### src/rtl/pcore_fetch_pkg.sv
// Shared types for the fetch front end: queue entry, icache request/response
// bundles, fetch FSM states, the canonical NOP and the compressed-parcel test.
package pcore_fetch_pkg;

  localparam int unsigned FB_XLEN = 32;

  // addi x0, x0, 0
  localparam logic [31:0] INSTR_NOP = 32'h0000_0013;

  typedef struct packed {
    logic [31:0]        data;
    logic [FB_XLEN-1:0] pc;
    logic               fault;
  } type_fb_entry_s;

  typedef struct packed {
    logic               valid;
    logic [FB_XLEN-1:0] addr;
  } type_fb_req_s;

  typedef struct packed {
    logic        valid;
    logic [31:0] data;
    logic        fault;
  } type_fb_resp_s;

  typedef enum logic [0:0] {
    StFetch,
    StFaultHold
  } type_fb_state_e;

  function automatic logic is_compressed(input logic [15:0] parcel);
    return parcel[1:0] != 2'b11;
  endfunction

endpackage

### src/rtl/fb_queue.sv
// Circular FIFO of fetch words for the fetch buffer.
// Ports: clk/rst (async active-high), flush_i clears the queue (wins over
// push/pop), push_i/push_entry_i write at the tail, pop_i drops the head,
// head_o is the head entry, next_lo_o/next_fault_o expose the low parcel and
// fault of the entry after the head, count_o is the occupancy.
module fb_queue
  import pcore_fetch_pkg::*;
#(
  parameter int unsigned DEPTH = 4
) (
  input  logic                   clk,
  input  logic                   rst,
  input  logic                   flush_i,
  input  logic                   push_i,
  input  type_fb_entry_s         push_entry_i,
  input  logic                   pop_i,
  output type_fb_entry_s         head_o,
  output logic [15:0]            next_lo_o,
  output logic                   next_fault_o,
  output logic [$clog2(DEPTH):0] count_o
);

  localparam int unsigned PTR_W = $clog2(DEPTH);
  localparam int unsigned CNT_W = PTR_W + 1;

  type_fb_entry_s   mem_q [DEPTH];
  logic [PTR_W-1:0] head_q, head_d, tail_q, tail_d, head_nxt;
  logic [CNT_W-1:0] count_q, count_d;

  // Pointers wrap naturally because DEPTH is a power of two.
  always_comb begin
    head_d  = head_q;
    tail_d  = tail_q;
    count_d = count_q;
    if (flush_i) begin
      head_d  = '0;
      tail_d  = '0;
      count_d = '0;
    end else begin
      if (push_i) tail_d = tail_q + 1'b1;
      if (pop_i)  head_d = head_q + 1'b1;
      case ({push_i, pop_i})
        2'b10:   count_d = count_q + 1'b1;
        2'b01:   count_d = count_q - 1'b1;
        default: count_d = count_q;
      endcase
    end
  end

  always_ff @(posedge clk or posedge rst) begin
    if (rst) begin
      head_q  <= '0;
      tail_q  <= '0;
      count_q <= '0;
    end else begin
      head_q  <= head_d;
      tail_q  <= tail_d;
      count_q <= count_d;
    end
  end

  always_ff @(posedge clk) begin
    if (push_i && !flush_i) mem_q[tail_q] <= push_entry_i;
  end

  assign head_nxt     = head_q + 1'b1;
  assign head_o       = mem_q[head_q];
  assign next_lo_o    = mem_q[head_nxt].data[15:0];
  assign next_fault_o = mem_q[head_nxt].fault;
  assign count_o      = count_q;

`ifndef SYNTHESIS
  // The credit rule in the parent must make these impossible.
  a_no_overflow : assert property (@(posedge clk) disable iff (rst)
    !(push_i && !pop_i && !flush_i && count_q == CNT_W'(DEPTH)));
  a_no_underflow : assert property (@(posedge clk) disable iff (rst)
    !(pop_i && !flush_i && count_q == '0));
`endif

endmodule

### src/rtl/fetch_buffer.sv
// Prefetch queue and instruction realigner between the icache and ID.
// Ports: req_* issue word-aligned icache fetches (req_kill_o mirrors redirect),
// resp_* return words in request order, redirect_* restart fetch at a new PC,
// instr_* present one 16/32-bit instruction per handshake (faults become a NOP
// with instr_fault_o), count_o shows queue occupancy.
// XLEN must equal FB_XLEN from the package (entry PC width).
module fetch_buffer
  import pcore_fetch_pkg::*;
#(
  parameter int unsigned     XLEN            = 32,
  parameter int unsigned     DEPTH           = 4,
  parameter int unsigned     MAX_OUTSTANDING = 2,
  parameter logic [XLEN-1:0] PC_RESET        = 32'h8000_0000
) (
  input  logic                   clk,
  input  logic                   rst,
  output logic                   req_valid_o,
  output logic [XLEN-1:0]        req_addr_o,
  input  logic                   req_ready_i,
  input  logic                   resp_valid_i,
  input  logic [31:0]            resp_data_i,
  input  logic                   resp_fault_i,
  input  logic                   redirect_i,
  input  logic [XLEN-1:0]        redirect_pc_i,
  output logic                   req_kill_o,
  output logic                   instr_valid_o,
  output logic [31:0]            instr_o,
  output logic [XLEN-1:0]        instr_pc_o,
  output logic                   instr_is_comp_o,
  output logic                   instr_fault_o,
  input  logic                   instr_ready_i,
  output logic [$clog2(DEPTH):0] count_o
);

  localparam int unsigned CNT_W  = $clog2(DEPTH) + 1;
  localparam int unsigned CNT_W1 = CNT_W + 1;

  type_fb_state_e  state_q, state_d;
  logic [XLEN-1:0] fetch_addr_q, fetch_addr_d;
  logic [XLEN-1:0] resp_pc_q, resp_pc_d;
  logic            head_half_q, head_half_d;
  logic [CNT_W-1:0] outstanding_q, outstanding_d, discard_q, discard_d, count;
  logic [CNT_W:0]  in_use;

  type_fb_req_s   req;
  type_fb_resp_s  resp;
  type_fb_entry_s head, push_entry;
  logic [15:0]    next_lo, parcel0;
  logic           next_fault, comp, push, pop, req_fire, consume;
  logic           unused_pc0;

  assign unused_pc0 = redirect_pc_i[0];
  assign resp = '{valid: resp_valid_i, data: resp_data_i, fault: resp_fault_i};

  // Credit: queued words plus words in flight may never exceed the queue.
  assign in_use = {1'b0, count} + {1'b0, outstanding_q};

  always_comb begin
    req.valid = ~rst && (state_q == StFetch) && (in_use < CNT_W1'(DEPTH))
                && (outstanding_q < CNT_W'(MAX_OUTSTANDING)) && ~redirect_i;
    req.addr  = fetch_addr_q;
  end

  assign req_valid_o = req.valid;
  assign req_addr_o  = req.addr;
  assign req_kill_o  = redirect_i;
  assign req_fire    = req.valid & req_ready_i;

  // Responses are dropped while stale ones drain, and always in a redirect cycle.
  assign push = resp.valid && (discard_q == '0) && ~redirect_i;

  always_comb begin
    push_entry.data  = resp.data;
    push_entry.pc    = FB_XLEN'(resp_pc_q);
    push_entry.fault = resp.fault;
  end

  fb_queue #(
    .DEPTH (DEPTH)
  ) u_queue (
    .clk          (clk),
    .rst          (rst),
    .flush_i      (redirect_i),
    .push_i       (push),
    .push_entry_i (push_entry),
    .pop_i        (pop),
    .head_o       (head),
    .next_lo_o    (next_lo),
    .next_fault_o (next_fault),
    .count_o      (count)
  );

  assign count_o = count;

  // Realigner
  assign parcel0 = head_half_q ? head.data[31:16] : head.data[15:0];
  assign comp    = is_compressed(parcel0);

  always_comb begin
    instr_valid_o   = 1'b0;
    instr_o         = '0;
    instr_is_comp_o = 1'b0;
    instr_fault_o   = 1'b0;
    if (count != '0) begin
      if (head.fault) begin
        // Faulted word data is meaningless; report it without waiting for more.
        instr_valid_o = 1'b1;
        instr_fault_o = 1'b1;
      end else if (comp) begin
        instr_valid_o   = 1'b1;
        instr_o         = {16'h0000, parcel0};
        instr_is_comp_o = 1'b1;
      end else if (!head_half_q) begin
        instr_valid_o = 1'b1;
        instr_o       = head.data;
      end else if (count >= CNT_W'(2)) begin
        instr_valid_o = 1'b1;
        instr_o       = {next_lo, parcel0};
        instr_fault_o = next_fault;
      end
    end
    if (instr_fault_o) instr_o = INSTR_NOP;
    if (redirect_i) instr_valid_o = 1'b0;
  end

  assign instr_pc_o = XLEN'(head.pc) + XLEN'({head_half_q, 1'b0});
  assign consume    = instr_valid_o & instr_ready_i;

  always_comb begin
    pop         = 1'b0;
    head_half_d = head_half_q;
    if (redirect_i) begin
      head_half_d = redirect_pc_i[1];
    end else if (consume) begin
      if (head.fault) begin
        pop         = 1'b1;
        head_half_d = 1'b0;
      end else if (comp) begin
        head_half_d = ~head_half_q;
        pop         = head_half_q;
      end else begin
        // Aligned keeps half 0; a straddle leaves its upper parcel in the new head.
        pop = 1'b1;
      end
    end
  end

  always_comb begin
    fetch_addr_d  = fetch_addr_q;
    resp_pc_d     = resp_pc_q;
    outstanding_d = outstanding_q;
    discard_d     = discard_q;
    state_d       = state_q;
    if (req_fire)   outstanding_d = outstanding_d + 1'b1;
    if (resp.valid) outstanding_d = outstanding_d - 1'b1;
    if (redirect_i) begin
      fetch_addr_d = {redirect_pc_i[XLEN-1:2], 2'b00};
      resp_pc_d    = {redirect_pc_i[XLEN-1:2], 2'b00};
      discard_d    = outstanding_q - CNT_W'(resp.valid);
      state_d      = StFetch;
    end else begin
      if (req_fire) fetch_addr_d = fetch_addr_q + XLEN'(4);
      if (push)     resp_pc_d    = resp_pc_q + XLEN'(4);
      if (resp.valid && discard_q != '0) discard_d = discard_q - 1'b1;
      case (state_q)
        StFetch:     if (push && resp.fault) state_d = StFaultHold;
        StFaultHold: state_d = StFaultHold;
        default:     state_d = StFetch;
      endcase
    end
  end

  always_ff @(posedge clk or posedge rst) begin
    if (rst) begin
      state_q       <= StFetch;
      fetch_addr_q  <= PC_RESET;
      resp_pc_q     <= PC_RESET;
      head_half_q   <= 1'b0;
      outstanding_q <= '0;
      discard_q     <= '0;
    end else begin
      state_q       <= state_d;
      fetch_addr_q  <= fetch_addr_d;
      resp_pc_q     <= resp_pc_d;
      head_half_q   <= head_half_d;
      outstanding_q <= outstanding_d;
      discard_q     <= discard_d;
    end
  end

endmodule

### config.mk
export PLATFORM = sky130hd
export DESIGN_NAME = fetch_buffer
export DESIGN_NICKNAME = d
export VERILOG_FILES = /design/src/rtl/pcore_fetch_pkg.sv /design/src/rtl/fb_queue.sv /design/src/rtl/fetch_buffer.sv
export SDC_FILE = /design/constraint.sdc
export NUM_CORES = 1
export LEC_CHECK = 0
export ABC_AREA = 1
export CAP_MARGIN = 25
export CELL_PAD_IN_SITES_DETAIL_PLACEMENT = 1
export CELL_PAD_IN_SITES_GLOBAL_PLACEMENT = 2
export CORE_MARGIN = 2
export CORE_UTILIZATION = 39
export CTS_CLUSTER_DIAMETER = 50
export DETAILED_ROUTE_END_ITERATION = 10
export PLACE_DENSITY = 0.95
export SETUP_SLACK_MARGIN = 0.15
export SLEW_MARGIN = 30
export SYNTH_ARGS = -nofsm -noshare
export SYNTH_HDL_FRONTEND = slang
export SYNTH_SLANG_ARGS = --single-unit
export TNS_END_PERCENT = 10
### constraint.sdc
create_clock -name clk -period 8 [get_ports clk]
set_input_delay 1.6 -clock clk [delete_from_list [all_inputs] [get_ports clk]]
set_output_delay 1.6 -clock clk [all_outputs]
set_load 0.05 [all_outputs]
==> run summary <==
status: complete, no violations
Final period util: 0.809
Finished Layout Cells: 2393
startpoint types: flop
Crit. Startpoint: u_queue.head_q[1]$_DFFE_PP0P_
first-pass GRT wire length: 77.8 mm
DP Wirelength: 33.1 mm
Post-Syn Instances: 1685
Initial Util: 0.397
antenna violations before repair: 1
final WL: 49.5 mm
share of layout cells above drive strength 1: 0.0720
reg2reg start: u_queue.head_q[0]$_DFFE_PP0P_
EDFF count, synth: 252
library cells used by synthesis: 56
PortBufs: 170
DR pass1 iterations: 5
setup violators final: 0
largest net degree at the start of global routing: 87
1st-iter DRT viols: 832
asr flop ratio synth: 0.229
Clock power frac: 0.347
root buffer cell: clkbuf_16
area of the multi-input gates: 5870 um^2
I/O Pins: 175
Total Die Area: 43300 um^2
CTS tree: built
HP Start: req_addr_o[31]$_DFFE_PP1N_
Crit Path Class: reg2out
Rel. slew slack: 0.340
top cell type by total area after synthesis: edfxtp_1
gr ovfl total: 0
PnR worst setup slack: 1530 ps
Yosys warnings: 0
sequential area share after synthesis: 0.582
hold bufs inserted after CTS: 0
routed vias/inst: 5.47
fillers: 4615
TNS Setup: 0 ps
Routed WL per cell: 20.7 um
Antenna Nets Post-Route: 0
RePlAce Congestion: 0.907
worst reg2reg setup slack: 4310 ps
CP endpoint kind: output port
Layout area overhead: 20.4%
Final min period: 6470 ps
Final Skew: 15.0 ps
fmax: 0.155 GHz
Hold WC Path Type: reg2reg
Sw Ratio: 0.328
Final Max Tran Viols: 0
commonest cells in the netlist: 433 x nand2_1, 252 x edfxtp_1, 157 x nor2_1
worst path required time: 6400 ps
Sequential Power Share: 0.425
postcts setup bufs: 0
Inst Count DP: 2323
RSZ-0062 raised after global routing: false
Vias: 13081
clock sink count: 327
drt drc: 0
#FFs+latches synth: 327
combinational power share: 0.228
total power: 5.10 mW
CTS Buf Count: 38
Mean Syn Cell Area: 9.63 um^2
Resize count post-CTS: 0
Internal: 3.43 mW
Max-Cap Viols: 0
Reg clk slew, reported paths: 60 ps
Yosys top cell area share: 0.466
synthesized cell area: 16200 um^2
core area: 40900 um^2
Critical Path AT: 4870 ps
synth top area cells: edfxtp_1 47%, dfrtp_1 11%, nand2_1 10%
most frequent cell after synthesis: nand2_1
Die X: 208 um
final net count: 1918
GR Util All Layers: 0.227
CP max FO: 49
vias in the first global route: 13984
Hold Slack: 526 ps
Max clock buf depth: 3
Clock Latency Late Sink: 540 ps
Leak: 7.30 nW
register area: 9450 um^2
Pwr per Cell Area: 261 nW/um^2
VDD IR max: 0.170 mV
# rows: 74
switching power: 1.67 mW
worst slew pin tran: 986 ps
pre-CTS WS: 2130 ps
Most used DFF post-synth: edfxtp_1
Final Hold Viols: 0
Die Span Y: 208 um
H-tree depth: 2
[power groups by stage]
stage | Clock, mW | Sequential, mW | Combinational [mW]
after floorplan | 0 | 2.18 | 0.752
after global placement | 0 | 2.18 | 1.12
after detailed placement | 0 | 2.19 | 1.16
after CTS | 1.80 | 2.16 | 1.17
after global routing | 1.86 | 2.18 | 1.27
final | 1.77 | 2.17 | 1.16
[state kept, by name, indices dropped and copies added, names as in the netlist, 2 cells and up]
name,count
u_queue.mem_q,252
req_addr_o,30
resp_pc_q,30
discard_q,3
outstanding_q,3
u_queue.count_o,3
u_queue.head_q,2
u_queue.tail_q,2
[logic make-up (layout without fill, tap and decap cells)]
family / after synthesis / after routing / synth area share
simple gates: 814 / 814 / 0.216
flops: 327 / 327 / 0.582
compound gates: 267 / 267 / 0.102
buf+inv: 208 / 380 / 0.0593
xor+xnor: 51 / 51 / 0.0275
fa+ha+maj: 16 / 16 / 0.0128
other cells: 1 / 5 / 0.000231
mux: 1 / 1 / 0.000617
[final timing paths]
kind / end / cells past startpoint
min in group asynchronous: req_addr_o[2]$_DFFE_PP0N_ / 2
worst max register to register: u_queue.count_o[2]$_DFFE_PP0P_ / 14
worst max-delay path: instr_o[16] / 11
worst min register to register: req_addr_o[31]$_DFFE_PP1N_ / 2
worst min-delay path: req_addr_o[31]$_DFFE_PP1N_ / 2
max in group asynchronous: u_queue.head_q[0]$_DFFE_PP0P_ / 3
[cell type report]
| class | instances | area share |
|---|---|---|
| diodes | 1 | 0.000128 |
| clock inverters | 20 | 0.0140 |
| multi-input cells | 1153 | 0.300 |
| clock buffers | 49 | 0.0513 |
| repair buffers | 182 | 0.0916 |
| well taps | 532 | 0.0341 |
| flip-flops and latches | 327 | 0.484 |
| inverters | 129 | 0.0250 |
[metrics by stage]
stage | area [um^2] | utilization
CTS | 19500 | 0.477
detailed placement | 18300 | 0.446
finish | 19500 | 0.477
floorplan | 16200 | -
global route | 19500 | 0.477
global placement | 18300 | 0.446
[layout by cell type, fill, tap and decap left out, drive strengths merged, types with 2 or more instances in the layout]
cell type	instances
nand2	445
edfxtp	252
clkdlybuf4s50	169
nor2	166
inv	127
nand3	115
o21ai	95
dfrtp	73
a21oi	59
clkbuf	49
xor2	34
nor3	34
o211ai	32
nand4	31
o22ai	27
a31oi	18
xnor2	17
ha	15
clkinv	15
buf	13
nor4	12
a32o	9
or2	7
a211oi	7
o221ai	6
bufinv	6
a22oi	5
conb	4
o31ai	3
and3	3
dfstp	2
o311ai	2
[worst max-delay path, cell delays in order, from the launching register on]
cell             delay [ps]
dfrtp_2                 840
buf_4                   600
nand2_1                 650
inv_1                   460
a22oi_1                 120
nand2_1                 120
nand3_1                 100
nand2_1                  90
inv_2                    80
nand2_2                 420
a21oi_1                 100
clkdlybuf4s50_1         740
[layer usage]
layer / vias to the layer above / GRT usage / wire [um] / share of wire
met1: 6562 / 0.294 / 21500 / 0.43
met3: 78 / 0.0285 / 2020 / 0.041
met2: 339 / 0.398 / 24700 / 0.50
met5: - / 0 / 0 / 0
li1: 6102 / - / - / -
met4: 0 / 0.0699 / 1290 / 0.026
Note: power is estimated with default switching activity, not from simulation.
==> patch, RTL diff (same settings) <==
`DEPTH` is set to 4 in 2 places; all go to 2.
--- a/src/rtl/fb_queue.sv
+++ b/src/rtl/fb_queue.sv
@@ -7,5 +7,5 @@
   import pcore_fetch_pkg::*;
 #(
-  parameter int unsigned DEPTH = 4
+  parameter int unsigned DEPTH = 2
 ) (
   input  logic                   clk,
--- a/src/rtl/fetch_buffer.sv
+++ b/src/rtl/fetch_buffer.sv
@@ -9,5 +9,5 @@
 #(
   parameter int unsigned     XLEN            = 32,
-  parameter int unsigned     DEPTH           = 4,
+  parameter int unsigned     DEPTH           = 2,
   parameter int unsigned     MAX_OUTSTANDING = 2,
   parameter logic [XLEN-1:0] PC_RESET        = 32'h8000_0000
Ports: changed (resized count_o); port bits go from 175 to 174. No check against the original RTL was run, so the function may have changed too.
==> patch against the original RTL <==
The flow now finishes with violations (design-rule violations). Clock skew down 0.0016 ns. Area after synthesis down 36%. Sequential cell count down 131. Wire length down 36%. Worst setup slack better by 0.92 ns. Largest cell class unchanged. Sequential share of layout area down 6.0 points. Final area down 33%. Total power down 33%. Synthesized cell count down 29%. Critical path type is now in -> out.
==> patch: results (changes against the original RTL) <==
status=complete, but fails checks; failing checks=design-rule violations; Synth Area in Compound Gates=8.681% (-1.5 points); DRC=14 (+14); final sequential cell count=196 (-40%); crit path max fanout=50 (+2.0%); total CTS buffers=17 (-55%); Max Root-Sink Buffers=2 (-1); adder-cell share of the synthesized area=0.7924% (-0.49 points); gr usage total=22.99% (+0.26 points); number of library cell types mapped by synthesis=51 (-8.9%); Seq/total area=42.36% (-6.0 points); Nets=1423 (-26%); dpl ws=2.438 ns (+0.3033 ns); vias in the first global route=9415 (-33%); Non-CTS inverters=107 (-17%); routed wire length=31670 um (-36%); synth top area cells=edfxtp_1 (36%), dfrtp_1 (16%), nand2_1 (11%); clock skew=0.01342 ns (-0.001615 ns); Detailed Routing Iterations Pass 1=8 (+3); share of cells above drive strength 1=6.917% (-0.29 points); multiplexer area fraction after synthesis=1.345% (+1.3 points); clock insertion delay at the later pin of the skew report=0.44 ns (-0.10 ns); met2 Usage GRT=37.67% (-2.1 points); routing usage on met3=2.623% (-0.23 points); buffer share of cell area=14.26% (+5.1 points); # fillers=3056 (-34%); max FFs per register=126 (-50%); largest net degree at the start of global routing=86 (-1.1%); comb_multi_in=843 (-27%); Slew @ Worst Pin=0.8953 ns (-0.09073 ns); DR iter-0 viols=517 (-38%); Antenna diodes=0 (-1); fraction of standard cell area in multi-input logic=32.55% (+2.5 points); number of synthesized flops with an enable pin=126 (-50%); crit path DAT=3.95 ns (-0.92 ns); Area after DPL=12470 sq um (-32%); Leakage=5.143 nW (-30%); CP max stage cell=clkdlybuf4s50_1; clock buf count=17 (-65%); H-Tree Depth=4 (+2); async set-reset flop share out of synthesis=35.71% (+13 points); hpwl dp=22720 um (-31%); Seq/Total Area, Yosys=53.14% (-5.0 points); XOR/XNOR share of the synthesized area=3.950% (+1.2 points); Vias/cell=5.322 (-2.6%); Signal buffers=181 (-0.55%); share of the synthesized area in the top cell type=36.31% (-10 points); VDD IR-drop max=0.0001051 V (-38%)
[patch: layer usage]
layer | vias to the layer above | share of wire [%]
li1 | 4307 | -
met1 | 4418 | 46
met3 | 39 | 4.0
met2 | 249 | 48
met4 | 2 | 1.9
met5 | - | 0.041
[patch: power by group]
| group | internal [W] | total (W) | switching (W) |
|---|---|---|---|
| Combinational | 0.000370 | 0.00116 | 0.000786 |
| Sequential | 0.00123 | 0.00139 | 0.000157 |
| Clock | 0.000424 | 0.000863 | 0.000439 |
| Total | 0.00203 | 0.00341 | 0.00138 |
[patch: final timing paths]
path | slack, ns | cells past startpoint | end | from
max reg2reg | 4.77 | 9 | req_addr_o[21]$_DFFE_PP0N_ | u_queue.count_o[1]$_DFFE_PP0P_
max in group asynchronous | 5.83 | 3 | req_addr_o[18]$_DFFE_PP0N_ | rst
max | 2.45 | 6 | req_valid_o | redirect_i
min | 0.54 | 2 | state_q$_DFF_PP0_ | state_q$_DFF_PP0_
min in group asynchronous | 1.65 | 3 | outstanding_q[0]$_DFF_PP0_ | rst
min reg2reg | 0.54 | 2 | state_q$_DFF_PP0_ | state_q$_DFF_PP0_
[patch: worst register-to-register path: cells and delay by family (launching register included)]
family | cells | cell delay, ns
fa+ha+maj | 1 | 0.54
buf+inv | 2 | 0.37
flops | 1 | 0.82
simple gates | 6 | 1.39
[patch: stage by stage]
step                utilization (%)  std cells  hold slack, ns
CTS                           50.00       1694          0.5529
global route                  50.04       1694          0.5871
global placement              47.30       1658          0.5172
detailed placement            47.72       1662          0.5397
finish                        50.04       1694          0.5408
floorplan                         -       1194          0.4639
